`src/rtl/mux2_arbiter.sv`:
```
// mux2_arbiter: round-robin arbiter that shares one 2:1 datapath mux
// between two packet-streaming requesters (valid/ready/last).
// The select is registered and held from grant until the beat with last.
// Data/last/valid pass combinationally through the registered select;
// only control is sequential.
// Optional feature: define MUX2_ARB_TIMEOUT_EN to add a watchdog that
// releases a grant whose owner has stayed idle for TIMEOUT_CYC cycles.
module mux2_arbiter #(
  parameter int DATA_W      = 8,
  parameter int TIMEOUT_CYC = 16
) (
  input  logic              clk,
  input  logic              rst,
  input  logic              req0_valid,
  input  logic [DATA_W-1:0] req0_data,
  input  logic              req0_last,
  output logic              req0_ready,
  input  logic              req1_valid,
  input  logic [DATA_W-1:0] req1_data,
  input  logic              req1_last,
  output logic              req1_ready,
  output logic              out_valid,
  output logic [DATA_W-1:0] out_data,
  output logic              out_last,
  input  logic              out_ready,
  output logic              sel,
  output logic              busy,
  output logic              timeout
);

  // The watchdog compares against TIMEOUT_CYC-1, which needs at least 2.
  if (TIMEOUT_CYC < 2) begin : g_bad_timeout_cyc
    $error("mux2_arbiter: TIMEOUT_CYC must be at least 2");
  end

  typedef enum logic [1:0] {
    IDLE = 2'd0,
    GNT0 = 2'd1,
    GNT1 = 2'd2
  } state_t;

  state_t state, state_d;
  logic   sel_d;
  logic   rr_ptr, rr_d;

  logic   grant;        // a packet grant is currently held
  logic   cur_valid;    // valid of the granted requester
  logic   cur_last;     // last of the granted requester
  logic   oth_valid;    // valid of the requester not granted
  logic   xfer;         // beat accepted this cycle
  logic   release_now;  // end of packet or watchdog expiry
  logic   winner;       // requester chosen when leaving IDLE
  logic   timeout_hit;  // watchdog expires this cycle

  assign grant     = (state != IDLE);
  assign cur_valid = sel ? req1_valid : req0_valid;
  assign cur_last  = sel ? req1_last  : req0_last;
  assign oth_valid = sel ? req0_valid : req1_valid;
  assign xfer      = grant & cur_valid & out_ready;

  // Datapath is a plain mux on the registered select.
  assign out_valid  = grant & cur_valid;
  assign out_data   = sel ? req1_data : req0_data;
  assign out_last   = cur_last;
  assign req0_ready = grant & ~sel & out_ready;
  assign req1_ready = grant &  sel & out_ready;
  assign busy       = grant;
  assign timeout    = timeout_hit;

  assign release_now = (xfer & cur_last) | timeout_hit;
  assign winner      = (req0_valid & req1_valid) ? rr_ptr : req1_valid;

  // Next-state selection: initial arbitration from IDLE, and re-arbitration
  // at end of packet (or watchdog) preferring the other requester.
  always_comb begin
    // NOTE: every signal gets a default first so no path leaves it unassigned,
    // which would otherwise infer a latch.
    state_d = state;
    sel_d   = sel;
    rr_d    = rr_ptr;
    unique case (state)
      IDLE: begin
        if (req0_valid | req1_valid) begin
          sel_d   = winner;
          state_d = winner ? GNT1 : GNT0;
        end
      end
      GNT0, GNT1: begin
        if (release_now) begin
          rr_d = ~sel;
          if (oth_valid) begin
            sel_d   = ~sel;
            state_d = sel ? GNT0 : GNT1;
          end else if (!xfer) begin
            // Only the watchdog gets here: the owner counts as not valid.
            state_d = IDLE;
          end
        end
      end
      default: state_d = IDLE;
    endcase
  end

  // Control registers; reset drops any grant at once, mid-packet or not.
  always_ff @(posedge clk) begin
    // NOTE: sequential state uses non-blocking assignments so every register
    // samples pre-edge values regardless of statement order.
    if (rst) begin
      state  <= IDLE;
      sel    <= 1'b0;
      rr_ptr <= 1'b0;
    end else begin
      state  <= state_d;
      sel    <= sel_d;
      rr_ptr <= rr_d;
    end
  end

`ifdef MUX2_ARB_TIMEOUT_EN
  localparam int CNT_W = $clog2(TIMEOUT_CYC + 1);

  logic [CNT_W-1:0] idle_cnt;

  // Fires on the cycle the count would reach TIMEOUT_CYC.
  assign timeout_hit = grant & ~cur_valid &
                       (idle_cnt == CNT_W'(TIMEOUT_CYC - 1));

  // Count granted cycles with the owner idle; any progress restarts it.
  always_ff @(posedge clk) begin
    if (rst) begin
      idle_cnt <= '0;
    end else if (!grant || xfer || (state_d != state) || timeout_hit) begin
      idle_cnt <= '0;
    end else if (!cur_valid) begin
      idle_cnt <= idle_cnt + 1'b1;
    end
  end
`else
  assign timeout_hit = 1'b0;
`endif

endmodule

```
`config.mk`:
```
export PLATFORM = sky130hd
export DESIGN_NAME = mux2_arbiter
export DESIGN_NICKNAME = d
export VERILOG_FILES = /design/src/rtl/mux2_arbiter.sv
export SDC_FILE = /design/constraint.sdc
export NUM_CORES = 1
export LEC_CHECK = 0
export CAP_MARGIN = 20
export CORE_UTILIZATION = 32
export CTS_CLUSTER_SIZE = 16
export DETAILED_ROUTE_END_ITERATION = 16
export PLACE_DENSITY = 0.77
export SLEW_MARGIN = 30
export SYNTH_ARGS = -nofsm -noshare
export SYNTH_HDL_FRONTEND = slang
export SYNTH_SLANG_ARGS = --single-unit
```
`constraint.sdc`:
```
create_clock -name clk -period 2.1 [get_ports clk]
set_input_delay 0.21 -clock clk [delete_from_list [all_inputs] [get_ports clk]]
set_output_delay 0.21 -clock clk [all_outputs]
set_load 0.01 [all_outputs]
```
==> reports/qor.csv <==
stage,metric,value,unit
yosys,synth_cell_type_count,28,
grt,grt_pass1_vias,589,
grt,grt_pass1_wl,2.173,mm
yosys,avgSynthCellArea,8.082,um2
clocking,cts_buffer_depth,2,
cells_and_area,fillers,118,
floorplanning,die_w,41.25,um
floorplanning,core,0.001366,mm2
routing,wl,1.391,mm
clocking,path_clk_slew,40,ps
flow_run,cap_violations,0,
cells_and_area,area_delta_synth_final,80.20,%
routing,vias,582,
clocking,cts_tree,built,
routing,dr.pass1.iters,4,
sta,worst_clock_skew,0.2825,ps
floorplanning,ios,38,
power_and_ir_drop,swShare,0.3845,
setup_path,critPathTopFamily,flip-flops,
clocking,clock_latency,230,ps
place,placed_area,864.6,um2
sta,period_share,0.9158,
cells_and_area,layout-drive-gt1-share,0.1818,
power_and_ir_drop,power_switching,297.0,uW
setup_path,path_cells,mux2_4 > and2_1 > clkdlybuf4s50_1,
routing,wl_per_cell,12.20,um
routing,wl_met2,732,um
grt,grt-ovfl-total,0,
sta,rsz0062_at_grt,no,
cells_and_area,layout_commonest_cell,clkdlybuf4s50_1,
sta,finalCriticalPeriod,1923,ps
place,dp.final_hpwl,1.159,mm
grt,antenna_found_initial,0,
clocking,root_buffer,clkbuf_4,
hold_path,min_from,state[0],
place,pre_cts_ws,152.4,ps
power_and_ir_drop,power_density,869.5,mW/mm2
floorplanning,die-area,0.001702,mm2
yosys,dominantRegCellSynth,dfxtp_1,
yosys,synthArstFlopShare,0,
clocking,cts_num_sinks,4,
setup_path,crit_required,1890,ps
power_and_ir_drop,pwr-share-clk,0.120,
cells_and_area,most-common-layout-cells,"clkdlybuf4s50_1, mux2_2, inv_1",
setup_path,r2r-start,state[0],
clocking,ctsHoldBuffers,0,
clocking,cts_setup_buffers,0,
sta,hold_violations,0,
power_and_ir_drop,combinationalPowerShare,0.706,
yosys,ys_warn_count,0,
cells_and_area,nets,126,
power_and_ir_drop,irDropWorstVdd,424.0,uV
grt,track_usage,0.1971,
yosys,synthCells,61,
place,port_buffers,36,
sta,setup_viol,0,
setup_path,r2r_slack,180,ps
place,gp_congestion,0.6748,
setup_path,crit_path_end_kind,output port,
yosys,ys_ff_latch,4,
status,status,"complete, no violations",
grt,grt_max_degree,14,
yosys,synth_seq_area_share,0.1624,
power_and_ir_drop,sequentialPowerShare,0.174,
setup_path,critPathSlowestCell,dfxtp_2,
sta,drv_slew,0,
clocking,cts_buffers,3,
yosys,synth_edf_count,0,
setup_path,path_buf_inv,1,
floorplanning,die_h,41.25,um
routing,postRouteAntennaNets,0,
routing,drt-initial-drc-count,8,
power_and_ir_drop,internal-power,475.4,uW
setup_path,critPathMaxFanout,13,
setup_path,slowest_delay,510,ps
clocking,cts_resized,1,
clocking,htree_num_levels,1,
routing,wl_met1,528,um
setup_path,crit_type,register to output port,
cells_and_area,fin_area,888.4,um2
routing,via_per_inst,5.105,
floorplanning,start_util,0.3608,
yosys,syn-cell-area,493.0,um2
power_and_ir_drop,p_leak,0.3751,nW
floorplanning,rows,13,
routing,topRoutingLayerUsed,met3,
hold_path,hp-class,register to register,
sta,fmax,520.0,MHz
sta,fin_tns_setup,0,ps
routing,drcViolationCount,0,
setup_path,crit_start,sel,
sta,fin_ws,176.8,ps
routing,dr_wl_met3,129,um
setup_path,arrival,1710,ps
setup_path,crit_path_start_kind,register,
cells_and_area,antennaDiodeCount,0,
yosys,syn_nets,86,
-- path summary, 6_finish.rpt --
check	endpoint	cells after the start
setup / recovery	out_valid	3
hold / removal	state[0]	2
setup reg to reg	state[1]	6
hold reg to reg	state[0]	2
-- power by group through the flow --
| stage | sequential (mW) | combinational [mW] | clock, mW |
|---|---|---|---|
| floorplan | 0.114 | 0.343 | 0 |
| global placement | 0.134 | 0.537 | 0 |
| detailed placement | 0.134 | 0.543 | 0 |
| CTS | 0.134 | 0.547 | 0.0980 |
| global route | 0.138 | 0.591 | 0.104 |
| finish | 0.134 | 0.545 | 0.0929 |
-- cells by family after synthesis --
| kind of cell | synth area share |
|---|---|
| simple gates | 0.2843 |
| flops | 0.1624 |
| mux | 0.3046 |
| compound gates | 0.09899 |
| buf+inv | 0.09136 |
| other cells | 0.007607 |
| fa+ha+maj | 0.05075 |
-- state kept, by name, summed over array words and instances (netlist names) --
signal	cells
rr_ptr	1
sel	1
state	2
-- tightest hold or removal path, stage by stage (launching register included) --
cell and delay [ps]:
dfxtp_1 310, nand2_1 60, mux2i_1 60
-- layer usage --
| metal | vias to the layer above | track usage |
|---|---|---|
| li1 | 291 | - |
| met1 | 259 | 0.1839 |
| met2 | 32 | 0.3906 |
| met3 | 0 | 0.07609 |
| met4 | 0 | 0.04839 |
| met5 | - | 0 |
-- metrics by stage --
step	hold WS, ps	utilization	total power, mW	cells
6_report	481.7	0.6502	0.7724	114
5_1_grt	502.0	0.6502	0.8327	114
3_3_place_gp	471.7	0.6328	0.6709	111
4_1_cts	482.3	0.6502	0.7795	114
3_5_place_dp	477.6	0.6328	0.6775	111
2_1_floorplan	282.4	-	0.4566	61
-- area by class of cell --
cell class,instances,area (um2),area share
multi-input cells,48,367.9,0.4141
flip-flops and latches,4,81.33,0.09155
inverters,6,22.52,0.02535
repair buffers,38,375.4,0.4225
clock buffers,3,22.52,0.02535
well taps,15,18.77,0.02113
-- Yosys cell counts, types with 2 or more instances --
library cell,count,share of area
dfxtp_1,4,0.16
a21oi_1,2,0.020
ha_1,2,0.051
o21ai_0,2,0.020
and3_1,4,0.051
mux2_4,2,0.061
nand2_1,4,0.030
inv_1,6,0.046
mux2_2,8,0.18
mux2i_1,3,0.061
nor2_1,5,0.038
nand2b_1,3,0.038
No activity file was read; power rests on OpenSTA's default activity.
